--- config.mk ---
export PLATFORM = sky130hd
export DESIGN_NAME = vga_sync_generator
export DESIGN_NICKNAME = d
export VERILOG_FILES = /design/src/rtl/vga_sync_generator_pkg.sv /design/src/rtl/vga_axis_counter.sv /design/src/rtl/vga_sync_generator.sv
export SDC_FILE = /design/constraint.sdc
export NUM_CORES = 1
export LEC_CHECK = 0
export ABC_CLOCK_PERIOD_IN_PS = 2300
export BUFFER_PORTS_ARGS = -buffer_cell sky130_fd_sc_hd__clkbuf_2
export CAP_MARGIN = 40
export CORE_UTILIZATION = 51
export CTS_CLUSTER_SIZE = 12
export DETAILED_ROUTE_END_ITERATION = 8
export PLACE_DENSITY = 0.83
export SYNTH_ARGS = -nofsm -noshare
export SYNTH_HDL_FRONTEND = slang
export SYNTH_SLANG_ARGS = --single-unit
--- constraint.sdc ---
create_clock -name CLK -period 2.3 [get_ports CLK]
set_input_delay 0.69 -clock CLK [delete_from_list [all_inputs] [get_ports CLK]]
set_output_delay 0.69 -clock CLK [all_outputs]
set_load 0.02 [all_outputs]
--- src/rtl/vga_sync_generator_pkg.sv ---
// Shared raster constants for the 640x480@60 timing.
// Colour stage and sync generator both import these.
package vga_sync_generator_pkg;

  localparam int H_DISPLAY = 640;
  localparam int H_FRONT   = 16;
  localparam int H_SYNC    = 96;
  localparam int H_BACK    = 48;
  localparam int V_DISPLAY = 480;
  localparam int V_FRONT   = 10;
  localparam int V_SYNC    = 2;
  localparam int V_BACK    = 33;

  localparam int H_TOTAL =
    H_DISPLAY + H_FRONT + H_SYNC + H_BACK;
  localparam int V_TOTAL =
    V_DISPLAY + V_FRONT + V_SYNC + V_BACK;

  localparam int CW = 10;

  typedef logic [CW-1:0] cnt_t;

  // lo <= c < hi, evaluated at counter width
  function automatic logic in_win(
    input cnt_t c,
    input int   lo,
    input int   hi
  );
    return (c >= cnt_t'(lo)) && (c < cnt_t'(hi));
  endfunction

endpackage

--- src/rtl/vga_axis_counter.sv ---
// Modulo-MOD position counter with enable and wrap pulse.
// Used for both raster axes; h wrap enables v.
module vga_axis_counter
  import vga_sync_generator_pkg::*;
#(
  parameter int MOD = 800
) (
  input  logic          CLK,
  input  logic          RST_N,
  input  logic          en,
  output logic [CW-1:0] count,
  output logic          wrap
);

  assign wrap = en && (count == cnt_t'(MOD - 1));

  always_ff @(posedge CLK) begin
    if (!RST_N) begin
      count <= '0;
    end else if (wrap) begin
      count <= '0;
    end else if (en) begin
      count <= count + cnt_t'(1);
    end
  end

endmodule

--- src/rtl/vga_sync_generator.sv ---
// VGA raster counters, display enable, ticks and
// sync outputs delayed to match the colour path.
module vga_sync_generator
  import vga_sync_generator_pkg::*;
#(
  parameter int H_DISPLAY  = vga_sync_generator_pkg::H_DISPLAY,
  parameter int H_FRONT    = vga_sync_generator_pkg::H_FRONT,
  parameter int H_SYNC     = vga_sync_generator_pkg::H_SYNC,
  parameter int H_BACK     = vga_sync_generator_pkg::H_BACK,
  parameter int V_DISPLAY  = vga_sync_generator_pkg::V_DISPLAY,
  parameter int V_FRONT    = vga_sync_generator_pkg::V_FRONT,
  parameter int V_SYNC     = vga_sync_generator_pkg::V_SYNC,
  parameter int V_BACK     = vga_sync_generator_pkg::V_BACK,
  parameter int PIPE_DELAY = 1
) (
  input  logic       CLK,
  input  logic       RST_N,
  output logic [9:0] h_count,
  output logic [9:0] v_count,
  output logic       display_en,
  output logic       VGA_HSYNC,
  output logic       VGA_VSYNC,
  output logic       frame_tick,
  output logic       line_tick
);

  localparam int HT =
    H_DISPLAY + H_FRONT + H_SYNC + H_BACK;
  localparam int VT =
    V_DISPLAY + V_FRONT + V_SYNC + V_BACK;
  localparam int HS_LO = H_DISPLAY + H_FRONT;
  localparam int HS_HI = HS_LO + H_SYNC;
  localparam int VS_LO = V_DISPLAY + V_FRONT;
  localparam int VS_HI = VS_LO + V_SYNC;

  if (HT - 1 >= 1024 || VT - 1 >= 1024) begin : g_bad_total
    $error("raster totals exceed 10-bit counters");
  end

  if (PIPE_DELAY < 0 || PIPE_DELAY > 3) begin : g_bad_delay
    $error("PIPE_DELAY must be 0..3");
  end

  logic h_wrap;
  logic v_wrap;
  logic hs_raw;
  logic vs_raw;
  logic in_rst;

  vga_axis_counter #(
    .MOD (HT)
  ) u_h (
    .CLK   (CLK),
    .RST_N (RST_N),
    .en    (1'b1),
    .count (h_count),
    .wrap  (h_wrap)
  );

  vga_axis_counter #(
    .MOD (VT)
  ) u_v (
    .CLK   (CLK),
    .RST_N (RST_N),
    .en    (h_wrap),
    .count (v_count),
    .wrap  (v_wrap)
  );

  // Ticks stay quiet while the raster is parked in reset
  always_ff @(posedge CLK) begin
    in_rst <= !RST_N;
  end

  assign display_en =
    (h_count < cnt_t'(H_DISPLAY)) &&
    (v_count < cnt_t'(V_DISPLAY));

  assign hs_raw = !in_win(h_count, HS_LO, HS_HI);
  assign vs_raw = !in_win(v_count, VS_LO, VS_HI);

  assign line_tick = !in_rst && (h_count == '0);
  assign frame_tick =
    !in_rst && (h_count == '0) &&
    (v_count == cnt_t'(V_DISPLAY));

  if (PIPE_DELAY == 0) begin : g_direct
    assign VGA_HSYNC = hs_raw;
    assign VGA_VSYNC = vs_raw;
  end else begin : g_pipe
    logic [PIPE_DELAY-1:0] hs_q;
    logic [PIPE_DELAY-1:0] vs_q;

    always_ff @(posedge CLK) begin
      if (!RST_N) begin
        hs_q <= '1;
        vs_q <= '1;
      end else begin
        hs_q[0] <= hs_raw;
        vs_q[0] <= vs_raw;
        for (int i = 1; i < PIPE_DELAY; i++) begin
          hs_q[i] <= hs_q[i-1];
          vs_q[i] <= vs_q[i-1];
        end
      end
    end

    assign VGA_HSYNC = hs_q[PIPE_DELAY-1];
    assign VGA_VSYNC = vs_q[PIPE_DELAY-1];
  end

  logic unused_v_wrap;
  assign unused_v_wrap = v_wrap;

endmodule

==> results.json <==
{
  "min_period_over_period_pct": 101,
  "maxSlewViolCount": 0,
  "cts_max_level": 1,
  "path_cells": "inv_2 > ha_4 > nor4b_2 > and3_1 > and4b_1 > clkbuf_8",
  "fmaxAchievable_ghz": 0.430,
  "synth_top_area_share_pct": 42.7,
  "grt.total_usage_pct": 23.2,
  "clock_sinks": 23,
  "dr.first_iter.drc_count": 33,
  "pwr_density_cell_nw_per_um2": 492,
  "slew_headroom_pct": 55.3,
  "rsz0062_at_grt": "yes",
  "pwr-share-comb_pct": 7.8,
  "setup_viol": 1,
  "viasPerCell": 5.64,
  "worst-setup-path-type": "reg2out",
  "synth_area_leaders": "dfxtp_1 (43%), nor2_1 (5.9%), xnor2_1 (5.7%), xor2_1 (4.9%), ha_1 (4.6%)",
  "wire_per_inst_um": 13.7,
  "clkPwrFrac_pct": 29.2,
  "power_uw": 651,
  "cp-end-kind": "output pin",
  "p_leak_uw": 0.000539,
  "finalSetupTns_ps": -27.7,
  "cts-root-buf": "clkbuf_4",
  "cts_buffers": 3,
  "grt_pass1_vias": 840,
  "grt_first_pass_wirelength_um": 3650,
  "grt_overflow": 0,
  "p_switching_uw": 158,
  "postSynthAreaPerCell_um2": 8.77,
  "swShare_pct": 24.3,
  "hold_class": "reg2reg",
  "crit_slowest_cell": "dfxtp_2",
  "syn_inst": 123,
  "irDropWorstVdd_uv": 324,
  "dp_hpwl_um": 1660,
  "yosys-top-cells-count": "dfxtp_1 (23), nor2_1 (17), xnor2_1 (7)",
  "worstSkewPairLatency_ps": 320,
  "violations": "setup timing",
  "core_area_um2": 1980,
  "final.min_clock_period_ps": 2330,
  "worst_pin_slew_ps": 664,
  "maxCapViolations": 0,
  "synth_edf_count": 0,
  "fp.dieH_um": 48.0,
  "route.detailed.drc": 0,
  "yosysSeqAreaShare_pct": 42.7,
  "cts_tree": "yes",
  "routed_wl_um": 2460,
  "finalWorstSetupSlack_ps": -27.7,
  "required_ps": 1610,
  "ios": 27,
  "ys_types": 29,
  "postRouteAntennaNets": 0,
  "synth_most_common_cell": "dfxtp_1",
  "critPathMaxFanout": 2,
  "yosys_register_bits": 23,
  "clk_pin_slew_ps": 130,
  "multi_input_area_um2": 599,
  "finClkSkew_ps": 13.7,
  "firstDrtPassIters": 5,
  "yosys.area.top_type": "dfxtp_1",
  "status": "complete, but fails checks",
  "fp.dieW_um": 48.0,
  "regArea_um2": 470,
  "synth_ff_type": "dfxtp_1",
  "final_core_utilization_pct": 66.8,
  "timing_hold_violations_final": 0,
  "std_cell_rows": 16,
  "fillers": 165,
  "final_nets": 159,
  "start_util_pct": 54.4,
  "dieArea_um2": 2300,
  "clockBufferDepth": 2,
  "antenna_found_initial": 0,
  "cp_slowest_stage_delay_ps": 360,
  "internal_power_uw": 493,
  "synth_area_um2": 1080,
  "ys_warn_count": 0,
  "vias": 1010,
  "synth_nets": 129,
  "antenna_cells": 0,
  "crit_path_start_kind": "flip-flop",
  "cp_data_arrival_time_ps": 1640,
  "gp_congestion": 0.825,
  "syn2layout_area_growth_pct": 22.7,
  "drive_gt1_share_pct": 30.9,
  "seqPwrFrac_pct": 63.0,
  "async_flop_share_pct": 0,
  "port_buffers": 26,
  "grt_max_degree": 13
}
-- routing by layer --
metal  global-route usage (%)  wire, um  vias to the layer above  part of all wire [%]
met4                     11.7        48                        0                   2.0
met2                     36.8      1220                       45                    50
met1                     30.7      1050                      466                    43
li1                         -         -                      494                     -
met3                     3.40       139                        5                   5.6
met5                        0         0                        -                     0
-- logic make-up after synthesis --
logic type	share of synthesized area (%)
and+or+nand+nor	32.6
buffers and inverters	4.06
DFF	42.7
AOI/OAI and AO/OA	4.52
adders and majority gates	4.64
xor gates and xnor gates	10.6
muxes	0.928
-- final timing paths --
path / from / to / slack (ps) / depth (start not counted)
worst max-delay path: u_h.count[1] / frame_tick / -30 / 6
worst min-delay path: u_v.count[1] / VGA_VSYNC / 510 / 1
worst max register to register: u_h.count[1] / u_v.count[7] / 150 / 6
worst min register to register: u_v.count[1] / VGA_VSYNC / 510 / 1
-- critical path: cells and delay by family (launching register included) --
family / cells / cell delay [ps]
flip-flops: 1 / 360
AND/OR/NAND/NOR: 3 / 630
buffers and inverters: 2 / 220
adder cells (fa/ha/maj): 1 / 110
-- flip-flops by register name (all words and copies together), names as in the netlist --
| name | flops |
|---|---|
| VGA_HSYNC | 1 |
| VGA_VSYNC | 1 |
| in_rst | 1 |
| u_h.count | 10 |
| u_v.count | 10 |
-- what timing repair did --
item	4_1_cts	5_1_grt
gates resized for setup	11	5
hold buffers	0	0
endpoints found under the hold margin	0	0
buffers inserted	3	1
pin swaps	2	1
setup endpoints to repair	1	1
-- power by group through the flow --
stage | Sequential [uW] | Combinational, uW | Clock (uW)
after floorplan | 423 | 17.7 | 0
after global placement | 418 | 35.1 | 0
after detailed placement | 419 | 35.2 | 0
after CTS | 408 | 46.4 | 195
after global routing | 411 | 53.5 | 209
final | 410 | 51.0 | 190
-- final cells by class --
class                      count  share of cell area [%]
clock buffer                   4                    1.98
inverter                       6                    1.89
multi-input combinational     89                    45.3
sequential                    23                    35.5
tap                           27                    2.55
timing repair buffer          30                    12.8
-- per-stage QoR --
stage          hold slack, ps  worst slack [ps]  instances  area [um^2]
2_1_floorplan             527               190        123         1080
3_3_place_gp              463               310        171         1220
3_5_place_dp              484               251        171         1220
4_1_cts                   512              1.63        178         1300
5_1_grt                   534             -41.1        179         1320
6_report                  509             -27.7        179         1320
-- layout by cell type (no fill, tap or decap), types with 2 or more instances in the layout --
cell type  netlist  layout
nand2_1          5       5
xor2_1           6       6
a21oi_1          4       4
dfxtp_2          0       5
xnor2_1          7       7
nor4_1           6       5
nor3_1           3       3
nand4b_1         2       2
and3_1           3       3
or3_1            5       5
buf_4            0       4
nor2_1          17      17
nand3_1          6       6
clkbuf_2         0      25
clkbuf_4         0       3
ha_1             4       3
inv_1            6       4
dfxtp_1         23      17
nand4_1          6       6
o21ai_0          4       4
and4_1           2       2
Note: power is estimated with default switching activity, not from simulation.
